[src/rtl/mmio_io_controller_if.sv]
// mmio_io_controller_if
//   Groups the core-side load/store bus, the performance-counter enables and
//   the UART byte handshakes that connect to mmio_io_controller.
//
//   Core side : cpu_addr, cpu_wdata, cpu_wr, cpu_rd  -> controller
//               cpu_rdata                            <- controller (registered)
//   Counters  : counter_cycle_valid, counter_inst_valid -> controller
//   UART RX   : rx_data, rx_valid -> controller, rx_ready <- controller
//   UART TX   : tx_data, tx_valid <- controller, tx_ready -> controller
//
//   master : the core/UART side that drives requests and handshakes.
//   slave  : the controller itself.
interface mmio_io_controller_if;
  logic [31:0] cpu_addr;
  logic [31:0] cpu_wdata;
  logic        cpu_wr;
  logic        cpu_rd;
  logic [31:0] cpu_rdata;
  logic        counter_cycle_valid;
  logic        counter_inst_valid;
  logic [7:0]  rx_data;
  logic        rx_valid;
  logic        rx_ready;
  logic [7:0]  tx_data;
  logic        tx_valid;
  logic        tx_ready;

  modport master (
    output cpu_addr, cpu_wdata, cpu_wr, cpu_rd,
    output counter_cycle_valid, counter_inst_valid,
    output rx_data, rx_valid, tx_ready,
    input  cpu_rdata, rx_ready, tx_data, tx_valid
  );

  modport slave (
    input  cpu_addr, cpu_wdata, cpu_wr, cpu_rd,
    input  counter_cycle_valid, counter_inst_valid,
    input  rx_data, rx_valid, tx_ready,
    output cpu_rdata, rx_ready, tx_data, tx_valid
  );
endinterface

[src/rtl/mmio_io_controller.sv]
// mmio_io_controller
//   Memory-mapped I/O responder for the 3-stage RISC-V core. Responds to
//   loads/stores with cpu_addr[31] set, decoding only cpu_addr[7:0]:
//     0x00 status (bit0 TX free, bit1 RX non-empty)   0x04 RX data (pop)
//     0x08 TX data (write)    0x10 cycle counter      0x14 instruction counter
//     0x18 counter reset (write clears both counters)
//   Load data is registered and appears one cycle after the request.
//
//   Ports:
//     clk  - system clock, rising edge
//     rst  - synchronous active-high reset
//     bus  - mmio_io_controller_if.slave (core bus, counter enables, UART RX/TX)
//   Parameter:
//     RX_DEPTH - receive FIFO depth in bytes (power of two, >= 2)
module mmio_io_controller #(
  parameter int RX_DEPTH = 4
) (
  input  logic                  clk,
  input  logic                  rst,
  mmio_io_controller_if.slave   bus
);

  localparam int AW = $clog2(RX_DEPTH);
  localparam logic [AW:0] CNT_FULL = (AW+1)'(RX_DEPTH);

  localparam logic [7:0] OFF_STATUS = 8'h00;
  localparam logic [7:0] OFF_RXDATA = 8'h04;
  localparam logic [7:0] OFF_TXDATA = 8'h08;
  localparam logic [7:0] OFF_CYCLE  = 8'h10;
  localparam logic [7:0] OFF_INST   = 8'h14;
  localparam logic [7:0] OFF_CTRCLR = 8'h18;

  logic [7:0]  r_mem [RX_DEPTH];
  logic [AW-1:0] r_wptr;
  logic [AW-1:0] r_rptr;
  logic [AW:0] r_count;
  logic [7:0]  r_txData;
  logic        r_txValid;
  logic [31:0] r_cycleCount;
  logic [31:0] r_instCount;
  logic [31:0] r_rdata;

  logic        w_sel;
  logic [7:0]  w_off;
  logic        w_rd;
  logic        w_wr;
  logic        w_empty;
  logic        w_full;
  logic        w_push;
  logic        w_pop;
  logic        w_txDone;
  logic        w_txLoad;
  logic        w_ctrClr;
  logic [31:0] w_rdMux;
  logic        w_unused;

  assign w_sel    = bus.cpu_addr[31];
  assign w_off    = bus.cpu_addr[7:0];
  assign w_rd     = w_sel & bus.cpu_rd;
  assign w_wr     = w_sel & bus.cpu_wr;
  assign w_empty  = (r_count == '0);
  assign w_full   = (r_count == CNT_FULL);
  assign w_push   = bus.rx_valid & ~w_full;
  // Popping an empty FIFO is suppressed; the read then returns 0.
  assign w_pop    = w_rd & (w_off == OFF_RXDATA) & ~w_empty;
  assign w_txDone = r_txValid & bus.tx_ready;
  // A write is only taken when the holding register is already free before
  // this edge, so a write in the handshake-completion cycle is dropped.
  assign w_txLoad = w_wr & (w_off == OFF_TXDATA) & ~r_txValid;
  assign w_ctrClr = w_wr & (w_off == OFF_CTRCLR);
  assign w_unused = ^{bus.cpu_addr[30:8], bus.cpu_wdata[31:8]};

  assign bus.rx_ready  = ~w_full;
  assign bus.tx_data   = r_txData;
  assign bus.tx_valid  = r_txValid;
  assign bus.cpu_rdata = r_rdata;

  // Read multiplexer: everything here is pre-edge state, so a read sees the
  // FIFO, status and counters as they were before this cycle's updates.
  always_comb begin
    w_rdMux = '0;
    case (w_off)
      OFF_STATUS: w_rdMux = {30'b0, ~w_empty, ~r_txValid};
      OFF_RXDATA: w_rdMux = w_empty ? 32'h0 : {24'b0, r_mem[r_rptr]};
      OFF_CYCLE:  w_rdMux = r_cycleCount;
      OFF_INST:   w_rdMux = r_instCount;
      default:    w_rdMux = '0;
    endcase
  end

  // Load data register: only selected reads update it, otherwise it holds.
  always_ff @(posedge clk) begin
    if (rst) begin
      r_rdata <= '0;
    end else if (w_rd) begin
      r_rdata <= w_rdMux;
    end
  end

  // RX FIFO storage and pointers. Push and pop are independent, so a
  // simultaneous push/pop advances both pointers and leaves the count alone.
  always_ff @(posedge clk) begin
    if (rst) begin
      r_wptr  <= '0;
      r_rptr  <= '0;
      r_count <= '0;
    end else begin
      if (w_push) begin
        r_mem[r_wptr] <= bus.rx_data;
        r_wptr        <= r_wptr + AW'(1);
      end
      if (w_pop) begin
        r_rptr <= r_rptr + AW'(1);
      end
      case ({w_push, w_pop})
        2'b10:   r_count <= r_count + (AW+1)'(1);
        2'b01:   r_count <= r_count - (AW+1)'(1);
        default: r_count <= r_count;
      endcase
    end
  end

  // TX holding register. The byte is kept after the handshake so tx_data
  // never changes while tx_valid is high.
  always_ff @(posedge clk) begin
    if (rst) begin
      r_txData  <= '0;
      r_txValid <= 1'b0;
    end else if (w_txLoad) begin
      r_txData  <= bus.cpu_wdata[7:0];
      r_txValid <= 1'b1;
    end else if (w_txDone) begin
      r_txValid <= 1'b0;
    end
  end

  // Performance counters: a clear write wins over a same-cycle increment.
  always_ff @(posedge clk) begin
    if (rst || w_ctrClr) begin
      r_cycleCount <= '0;
      r_instCount  <= '0;
    end else begin
      if (bus.counter_cycle_valid) begin
        r_cycleCount <= r_cycleCount + 32'd1;
      end
      if (bus.counter_inst_valid) begin
        r_instCount <= r_instCount + 32'd1;
      end
    end
  end

endmodule
[src/flat_wrapper.sv]
// flat-port wrapper written by rule: the top's interface ports become plain ports
module mmio_io_controller_flat 
#(
  parameter int RX_DEPTH = 4
)
  (clk, rst, bus_cpu_addr, bus_cpu_wdata, bus_cpu_wr, bus_cpu_rd, bus_counter_cycle_valid, bus_counter_inst_valid, bus_rx_data, bus_rx_valid, bus_tx_ready, bus_cpu_rdata, bus_rx_ready, bus_tx_data, bus_tx_valid);
  mmio_io_controller_if bus_i ();
  input  logic clk;
  input  logic rst;
  input wire logic [$bits(bus_i.cpu_addr)-1:0] bus_cpu_addr;
  input wire logic [$bits(bus_i.cpu_wdata)-1:0] bus_cpu_wdata;
  input wire logic [$bits(bus_i.cpu_wr)-1:0] bus_cpu_wr;
  input wire logic [$bits(bus_i.cpu_rd)-1:0] bus_cpu_rd;
  input wire logic [$bits(bus_i.counter_cycle_valid)-1:0] bus_counter_cycle_valid;
  input wire logic [$bits(bus_i.counter_inst_valid)-1:0] bus_counter_inst_valid;
  input wire logic [$bits(bus_i.rx_data)-1:0] bus_rx_data;
  input wire logic [$bits(bus_i.rx_valid)-1:0] bus_rx_valid;
  input wire logic [$bits(bus_i.tx_ready)-1:0] bus_tx_ready;
  output wire logic [$bits(bus_i.cpu_rdata)-1:0] bus_cpu_rdata;
  output wire logic [$bits(bus_i.rx_ready)-1:0] bus_rx_ready;
  output wire logic [$bits(bus_i.tx_data)-1:0] bus_tx_data;
  output wire logic [$bits(bus_i.tx_valid)-1:0] bus_tx_valid;
  assign bus_i.cpu_addr = bus_cpu_addr;
  assign bus_i.cpu_wdata = bus_cpu_wdata;
  assign bus_i.cpu_wr = bus_cpu_wr;
  assign bus_i.cpu_rd = bus_cpu_rd;
  assign bus_i.counter_cycle_valid = bus_counter_cycle_valid;
  assign bus_i.counter_inst_valid = bus_counter_inst_valid;
  assign bus_i.rx_data = bus_rx_data;
  assign bus_i.rx_valid = bus_rx_valid;
  assign bus_i.tx_ready = bus_tx_ready;
  assign bus_cpu_rdata = bus_i.cpu_rdata;
  assign bus_rx_ready = bus_i.rx_ready;
  assign bus_tx_data = bus_i.tx_data;
  assign bus_tx_valid = bus_i.tx_valid;
  mmio_io_controller #(.RX_DEPTH(RX_DEPTH)) u_core (.clk(clk), .rst(rst), .bus(bus_i));
endmodule
[config.mk]
export PLATFORM = sky130hd
export DESIGN_NAME = mmio_io_controller_flat
export DESIGN_NICKNAME = d
export VERILOG_FILES = /design/src/rtl/mmio_io_controller_if.sv /design/src/rtl/mmio_io_controller.sv /design/src/flat_wrapper.sv
export SDC_FILE = /design/constraint.sdc
export NUM_CORES = 1
export LEC_CHECK = 0
export ABC_AREA = 1
export ABC_CLOCK_PERIOD_IN_PS = 2700
export CAP_MARGIN = 20
export CORE_UTILIZATION = 54
export DETAILED_ROUTE_END_ITERATION = 10
export GPL_TIMING_DRIVEN = 0
export PLACE_DENSITY = 0.79
export SLEW_MARGIN = 20
export SYNTH_ARGS = -nofsm -noshare
export SYNTH_HDL_FRONTEND = slang
export SYNTH_SLANG_ARGS = --single-unit
[constraint.sdc]
create_clock -name clk -period 2.7 [get_ports clk]
set_clock_uncertainty 0.2 [all_clocks]
set_input_delay 0.405 -clock clk [delete_from_list [all_inputs] [get_ports clk]]
set_output_delay 0.405 -clock clk [all_outputs]
set_load 0.05 [all_outputs]
==> results of run 1 <==
## final cells by class
cell class                 instances  area (sq um)
tap                              172           215
inverter                         102           383
clock inverter                    15           165
timing repair buffer              73           731
clock buffer                      17           425
sequential                       146          3240
multi-input combinational        724          3430
buffer                            28           156
fill                            1100          4070
## cell usage in the layout (no fill, tap or decap), drive strengths merged, types with 2 or more instances in the layout
| cell | instances |
|---|---|
| edfxtp | 32 |
| dfxtp | 114 |
| nor3 | 12 |
| o21ai | 50 |
| ha | 7 |
| o22ai | 6 |
| a21oi | 63 |
| nand3 | 63 |
| xnor2 | 8 |
| a31oi | 2 |
| nor2 | 183 |
| clkinv | 3 |
| inv | 113 |
| nand4 | 17 |
| clkbuf | 26 |
| clkdlybuf4s50 | 73 |
| or2 | 4 |
| buf | 19 |
| xor2 | 7 |
| nand3b | 2 |
| nand2 | 293 |
## metal layers
metal | vias to the layer above | wire, um | GRT usage, %
met2 | 231 | 8550 | 44.8
met4 | 0 | 395 | 9.86
met1 | 3124 | 8180 | 36.4
met3 | 35 | 1170 | 4.75
li1 | 3382 | - | -
met5 | - | 0 | 0
## cells in the mapped netlist, drive strengths merged (2+ instances only)
library cell  instances  area [sq um]
a21oi                63           315
a31oi                 2          12.5
buf                  19           123
clkbuf                9          33.8
dfxtp               114          2280
edfxtp               32           961
ha                    7          87.6
inv                 102           383
nand2               293          1150
nand3                63           340
nand3b                2          15.0
nand4                17           113
nor2                183           823
nor3                 12          76.3
o21ai                50           250
o22ai                 6          37.5
or2                   4          25.0
xnor2                 8          70.1
xor2                  7          61.3
## power groups by stage
stage	combinational (mW)	clock, mW	sequential (mW)
4_1_cts	0.259	2.37	2.28
5_1_grt	0.287	2.47	2.29
3_3_place_gp	0.253	0	2.33
2_1_floorplan	0.123	0	2.35
3_5_place_dp	0.256	0	2.33
6_report	0.260	2.35	2.28
## worst min-delay path: stages
cell	delay, ns
buf_4	0.16
nand2_1	0.06
a21oi_1	0.05
## cell families (layout without fill, tap and decap cells)
group | after synthesis | in the layout | share of synthesized area, %
buffers and inverters | 130 | 235 | 7.47
XOR/XNOR | 15 | 15 | 1.82
flip-flops | 146 | 146 | 44.9
AO/OA/AOI/OAI | 123 | 123 | 8.74
adder cells (fa/ha/maj) | 8 | 8 | 1.49
AND/OR/NAND/NOR | 578 | 578 | 35.5
## worst max path at each step
stage,to,slack [ns],cells after the start
after floorplan,u_core.r_count[2],0.32,9
after global placement,u_core.r_count[1],-0.1,10
after detailed placement,u_core.r_count[1],-0.11,10
after CTS,bus_rx_ready,0.19,3
after global routing,u_core.r_count[1],0.13,10
final,bus_rx_ready,0.22,3
## through the flow
step | TNS (ns) | hold WS [ns] | std cells
CTS | 0 | 0.0862 | 1277
finish | 0 | 0.0937 | 1277
global route | 0 | 0.117 | 1277
detailed placement | -0.193 | 0.236 | 1245
global placement | -0.144 | 0.232 | 1245
floorplan | 0 | 0.236 | 1000
## flip-flops by register name (all words and copies together), names as in the netlist, named ones only
register / count
u_core.bus.cpu_rdata: 32
u_core.r_cycleCount: 32
u_core.r_instCount: 32
u_core.r_mem: 32
u_core.bus.tx_data: 8
u_core.r_count: 3
u_core.r_rptr: 2
u_core.r_wptr: 2
u_core.bus.tx_valid: 1
==> results by group, run 1 <==
Clock tree
  • Worst-path clk slew: 0.06 ns
  • CTS resizes: 0
  • CTS Root Buffer Type: clkbuf_16
  • Clock buffer depth: 2
  • Cts bufs inserted: 17
  • Cts hold-fix bufs: 0
  • Clk sinks: 146
  • Post-CTS Setup Inserts: 0
  • CTS H-tree depth: 4
  • Clock Latency Late Sink: 0.44 ns
  • TritonCTS clock tree: done

Placement
  • Cell Area, Placed: 8160 sq um
  • Hpwl dp: 13.7 mm
  • IO buf count: 73
  • GPL Wtd Cong: 0.914
  • Setup slack after placement: -0.114 ns

Pwr
  • Power Internal: 3.68 mW
  • Worst IR drop on VDD: 0.472 mV
  • P_sw: 1.21 mW
  • Clk pwr share: 48.0%
  • Static Leak: 3.41 nW
  • Sequential share of power: 46.7%
  • Overall Power: 4.89 mW
  • Switching share of power: 24.8%
  • Gate power share: 5.3%
  • PwrDens: 559 nW/um^2

Floorplanning
  • Core area: 12,800 sq um
  • Die width: 118 um
  • Die area: 13,800 sq um
  • Rows: 41
  • Initial Utilization: 56.3%
  • Die height: 118 um
  • # IOs: 122

STA
  • Final Slew Violations: 0
  • Final Hold Fails: 0
  • Final setup violating endpoints: 0
  • RSZ-0062 raised after global routing: no
  • Worst Max-Slew Pin Slew: 0.785 ns
  • Max Fclk: 0.403 GHz
  • Minimum clock period: 2.48 ns
  • Final worst-path cycle share: 91.8%
  • Worst setup margin: 0.221 ns
  • Relative slew slack: 47.5%

Detailed routing
  • Average wire per standard cell: 14.3 um
  • Drt total wl: 18.3 mm
  • Post-route ant nets: 0
  • DR vias/cell: 5.30
  • Pre-Repair DR Iteration Count: 7
  • Via count: 6,772
  • Remaining DRCs: 0
  • Initial DRC Count: 641

Logic synthesis
  • Seq/Total Area, Yosys: 44.9%
  • Synthesized area per cell: 7.22 sq um
  • Post-synthesis net count: 1,088
  • Yosys warns: 0
  • Distinct cells, synth: 41
  • Area of the mapped netlist: 7220 sq um
  • Synth Flop Type: dfxtp_1
  • FFs w/ async S/R, synth: 0%
  • Flops & latches, synth: 146
  • EDFF count, synth: 32
  • Cell count after synthesis: 1,000

Critical path
  • Crit Path Class: reg2out
  • Critical path data required time: 2.10 ns
  • CP endpoint kind: primary output
  • Reg2Reg Launch Point: u_core.r_count[1]
  • Crit Path Max Fanout: 3
  • Worst Path Arrival: 1.87 ns
  • Worst setup SP type: register
  • Slowest stage delay, CP: 0.83 ns
  • CP max-delay cell: clkdlybuf4s50_1
  • Crit path cell chain: inv_1, nand3_1, clkdlybuf4s50_1
  • Buffers and inverters on the worst path: 2
  • CP delay by family, top: buffers and inverters
  • Setup slack, reg-to-reg: 0.36 ns
  • R2R depth: 10
  • RR Endpoint: u_core.r_count[2]
  • CP Launch Point: u_core.r_count[0]

Hold path
  • Hold crit path type: in2reg
  • Hold Path Sink: u_core.r_instCount[1]
  • HP Start: bus_counter_inst_valid
  • Hold Path Stages: 3

Cells and area
  • Finished Cell Area: 8750 sq um
  • Synthesis-to-finish area growth: 21.3%
  • Ant diodes: 0
  • Layout cell share with drive strength beyond 1: 9.41%
  • Final #Nets: 1,180
  • Final core utilization: 68.3%

GRT
  • First-pass GRT wire length: 29.9 mm
  • Total grt overflow: 0
  • GRT Total Usage: 27.4%
  • Number of antenna violations at the first check in global routing: 0
  • Number of global-route vias before repair: 6,107
  • Largest net degree at the start of global routing: 17

Run status
  • Outcome: finished clean

Flow run
  • Max cap viols: 0
No activity file was read; power rests on OpenSTA's default activity.
==> inputs of run 2 (changes only) <==
- CORE_UTILIZATION: 54 -> 55
- CTS_BUF_LIST: unset -> sky130_fd_sc_hd__clkbuf_4
- PLACE_DENSITY: 0.79 -> unset
- PLACE_DENSITY_LB_ADDON: unset -> 0.08
==> results by group, run 2 (synthesis gave the netlist of run 1 again) <==
Clock tree
  • Cts bufs inserted: 17
  • Clock buffer depth: 2
  • TritonCTS clock tree: done
  • Clk sinks: 146
  • CTS H-tree depth: 4
  • Clock Latency Late Sink: 0.58 ns
  • CTS Root Buffer Type: clkbuf_4
  • Worst-path clk slew: 0.14 ns
  • Post-CTS Setup Inserts: 0

Detailed routing
  • Remaining DRCs: 0
  • Pre-Repair DR Iteration Count: 6
  • Drt total wl: 18.1 mm
  • Via count: 6,608
  • DR vias/cell: 5.17
  • Initial DRC Count: 538
  • Average wire per standard cell: 14.2 um
  • Post-route ant nets: 0

Critical path
  • Worst setup SP type: register
  • CP endpoint kind: primary output
  • CP delay by family, top: buffers and inverters
  • CP max-delay cell: clkdlybuf4s50_1
  • Setup slack, reg-to-reg: 0.43 ns
  • Crit Path Class: reg2out
  • Buffers and inverters on the worst path: 1
  • Worst Path Arrival: 1.83 ns
  • Critical path data required time: 2.10 ns
  • Crit Path Max Fanout: 2
  • Crit path cell chain: clkdlybuf4s50_1
  • Slowest stage delay, CP: 0.83 ns

STA
  • Max Fclk: 0.410 GHz
  • Final worst-path cycle share: 90.3%
  • RSZ-0062 raised after global routing: no
  • Worst Max-Slew Pin Slew: 0.849 ns
  • Minimum clock period: 2.44 ns
  • Hold WS: 0.233 ns
  • Final Slew Violations: 0
  • Final setup violating endpoints: 0
  • Relative slew slack: 43.2%
  • Final Hold Fails: 0

Floorplanning
  • Initial Utilization: 56.7%
  • Rows: 41
  • # IOs: 122
  • Die height: 117 um
  • Die width: 117 um
  • Core area: 12,700 sq um
  • Die area: 13,600 sq um

Pwr
  • Power Internal: 2.76 mW
  • Switching share of power: 27.2%
  • Clk pwr share: 32.9%
  • P_sw: 1.03 mW
  • Gate power share: 6.9%
  • PwrDens: 450 nW/um^2
  • Static Leak: 3.26 nW
  • Sequential share of power: 60.2%
  • Worst IR drop on VDD: 0.430 mV
  • Overall Power: 3.79 mW

Placement
  • Placed insts: 1,245
  • Hpwl dp: 13.8 mm
  • IO buf count: 73
  • Cell Area, Placed: 8160 sq um
  • GPL Wtd Cong: 0.984

GRT
  • Number of antenna violations at the first check in global routing: 0
  • Total grt overflow: 0
  • GRT Total Usage: 28.3%
  • First-pass GRT wire length: 28.8 mm
  • Largest net degree at the start of global routing: 17
  • Number of global-route vias before repair: 5,868

Cells and area
  • Commonest non-fill, non-tap cell in the layout: nand2_1
  • Synthesis-to-finish area growth: 16.7%
  • Finished Cell Area: 8420 sq um
  • Commonest non-fill, non-tap cells in the layout: nand2_1, nor2_1, dfxtp_1
  • Final #Nets: 1,181
  • Finished Layout Cells: 1,278
  • Filler cell count: 1,204
  • Layout cell share with drive strength beyond 1: 9.49%
  • Ant diodes: 0

Flow run
  • Max cap viols: 0

Hold path
  • Hold crit path type: in2reg

Run status
  • Outcome: finished clean
-- run 2: changes by cell type in the layout (fill, tap and decap cells not counted), sizes merged --
| cell | previous run | this run |
|---|---|---|
| inv | 113 | 107 |
| clkinv | 3 | 7 |
| clkbuf | 26 | 28 |
| bufinv | 1 | 0 |
| clkdlybuf4s50 | 73 | 72 |
| clkinvlp | 0 | 1 |
| dlygate4sd3 | 0 | 1 |
| dlymetal6s2s | 0 | 1 |
-- run 2: power by group through the flow --
stage / registers (mW) / clock network (mW) / logic [mW]
finish: 2.28 / 1.25 / 0.262
global route: 2.29 / 1.38 / 0.287
CTS: 2.28 / 1.27 / 0.260
detailed placement: 2.33 / 0 / 0.257
global placement: 2.33 / 0 / 0.254
floorplan: 2.35 / 0 / 0.123
-- run 2: timing repair --
| action | 4_1_cts | 5_1_grt |
|---|---|---|
| hold endpoints to repair | 3 | 0 |
| setup endpoints to repair | 0 | 1 |
| hold buffers | 1 | 0 |
| gates resized for setup | 0 | 1 |
-- run 2: area by class of cell --
type                       count  area (sq um)  area share [%]
buffer                        28           156            1.86
clock buffer                  19           143            1.69
clock inverter                13           105            1.25
inverter                     102           383            4.55
multi-input combinational    724          3430            40.8
sequential                   146          3240            38.5
tap                          172           215            2.55
timing repair buffer          74           743            8.82
-- run 2: path summary, 6_finish.rpt --
path	from	to	cells after the start
max reg2reg	u_core.r_count[1]	u_core.r_count[2]	10
max	u_core.bus.cpu_rdata[12]	bus_cpu_rdata[12]	1
min	bus_rx_data[1]	u_core.r_mem[2][1]	1
min reg2reg	u_core.bus.tx_data[6]	u_core.bus.tx_data[6]	2
-- run 2: metal layers --
layer | part of all wire [%] | GRT usage (%) | routed length [um]
met1 | 46 | 37.8 | 8330
met2 | 45 | 43.7 | 8160
met3 | 7.4 | 7.84 | 1340
met4 | 1.6 | 10.3 | 293
met5 | 0 | 0 | 0
-- run 2: metrics by stage --
step | TNS (ns) | util [%] | setup WS, ns
6_report | 0 | 66.2 | 0.261
5_1_grt | 0 | 66.2 | 0.204
4_1_cts | 0 | 66.2 | 0.0448
3_5_place_dp | -0.264 | 64.2 | -0.155
3_3_place_gp | -0.158 | 64.2 | -0.104
2_1_floorplan | 0 | - | 0.315
==> inputs of run 3 (changes only) <==
- CORE_MARGIN: unset -> 3
==> results by group, run 3 (synthesis gave the netlist of run 1 again) <==
STA
  • Relative slew slack: 43.6%
  • Final Hold Fails: 0
  • Worst Max-Slew Pin Slew: 0.844 ns
  • Setup_tns: 0 ns
  • Hold WS: 0.250 ns
  • Final Slew Violations: 0
  • Max Fclk: 0.423 GHz
  • Worst setup margin: 0.336 ns
  • RSZ-0062 raised after global routing: no
  • Final worst-path cycle share: 87.6%
  • Minimum clock period: 2.36 ns
  • Final setup violating endpoints: 0

Placement
  • Cell Area, Placed: 8160 sq um
  • Placed insts: 1,245
  • Hpwl dp: 13.7 mm
  • IO buf count: 73
  • GPL Wtd Cong: 0.925
  • Setup slack after placement: -0.158 ns

Cells and area
  • Final #Nets: 1,181
  • Commonest non-fill, non-tap cell in the layout: nand2_1
  • Ant diodes: 0
  • Finished Layout Cells: 1,278
  • Commonest non-fill, non-tap cells in the layout: nand2_1, nor2_1, dfxtp_1
  • Finished Cell Area: 8510 sq um
  • Final core utilization: 66.9%
  • Layout cell share with drive strength beyond 1: 9.49%
  • Synthesis-to-finish area growth: 17.9%

Clock tree
  • Clock buffer depth: 2
  • Cts bufs inserted: 17
  • Clk sinks: 146
  • Worst-path clk slew: 0.12 ns
  • Post-CTS Setup Inserts: 0
  • CTS Root Buffer Type: clkbuf_4
  • Clock Latency Late Sink: 0.54 ns
  • TritonCTS clock tree: done
  • CTS H-tree depth: 4

Floorplanning
  • Core area: 12,700 sq um
  • Initial Utilization: 56.7%
  • Die area: 14,500 sq um
  • Die width: 121 um
  • Rows: 41
  • Die height: 121 um
  • # IOs: 122

Detailed routing
  • Pre-Repair DR Iteration Count: 6
  • Initial DRC Count: 540
  • Average wire per standard cell: 14.1 um
  • DR vias/cell: 5.15
  • Post-route ant nets: 0
  • Via count: 6,577
  • Drt total wl: 18.0 mm
  • Remaining DRCs: 0

Pwr
  • PwrDens: 482 nW/um^2
  • Overall Power: 4.10 mW
  • Worst IR drop on VDD: 0.535 mV
  • Static Leak: 3.29 nW

Critical path
  • Crit Path Max Fanout: 2
  • CP delay by family, top: buffers and inverters
  • CP max-delay cell: clkdlybuf4s50_1
  • Critical path data required time: 2.10 ns
  • Worst Path Arrival: 1.76 ns
  • Slowest stage delay, CP: 0.83 ns
  • Crit path cell chain: clkdlybuf4s50_1
  • Crit Path Class: reg2out
  • Buffers and inverters on the worst path: 1
  • CP endpoint kind: primary output
  • Worst setup SP type: register

GRT
  • GRT Total Usage: 25.5%
  • Total grt overflow: 0
  • Number of antenna violations at the first check in global routing: 0
  • Number of global-route vias before repair: 5,968
  • Largest net degree at the start of global routing: 17
  • First-pass GRT wire length: 29.3 mm

Hold path
  • Hold crit path type: reg2reg

Run status
  • Outcome: finished clean

Flow run
  • Max cap viols: 0
## run 3: cell types whose count changed in the layout (fill, tap and decap cells not counted), sizes merged
cell / delta
bufinv: +4
clkinv: -2
clkinvlp: +2
inv: -4
## run 3: layout make-up
| cell class | instances | area (sq um) |
|---|---|---|
| Tap cell | 172 | 215 |
| Clock buffer | 19 | 143 |
| Timing Repair Buffer | 74 | 743 |
| Clock inverter | 13 | 188 |
| Fill cell | 1195 | 4220 |
| Multi-Input combinational cell | 724 | 3430 |
| Sequential cell | 146 | 3240 |
| Inverter | 102 | 383 |
| Buffer | 28 | 156 |
## run 3: power breakdown
part | internal [mW] | switching, mW
logic | 0.0995 | 0.159
registers | 2.26 | 0.0219
clock network | 0.758 | 0.801
total | 3.12 | 0.982
## run 3: final timing paths
check                                              start                     to  slack [ns]  cells past startpoint
worst max-delay path            u_core.bus.cpu_rdata[12]      bus_cpu_rdata[12]        0.34                      1
worst min-delay path               u_core.bus.tx_data[7]  u_core.bus.tx_data[7]        0.25                      2
worst min register to register     u_core.bus.tx_data[7]  u_core.bus.tx_data[7]        0.25                      2
worst max register to register         u_core.r_count[1]      u_core.r_count[2]        0.45                     10
## run 3: layer usage
layer | routed length (um) | up-vias | GRT usage [%]
li1 | - | 3384 | -
met1 | 8330 | 2962 | 35.4
met2 | 8230 | 218 | 41.3
met3 | 1330 | 13 | 5.47
met4 | 131 | 0 | 5.59
met5 | 0 | - | 0
## run 3: worst register-to-register path, stage by stage (launching register included)
cell,delay (ns)
dfxtp_1,0.35
inv_1,0.09
nand3b_1,0.12
nand3_2,0.22
nor2_4,0.07
ha_1,0.25
fa_1,0.39
a21oi_1,0.15
o21a_1,0.15
o21ai_0,0.07
a21oi_1,0.12
## run 3: repair_timing
item,CTS,global route
resized for setup,0,1
hold endpoints to repair,2,0
hold buffers,1,0
setup endpoints to repair,0,1
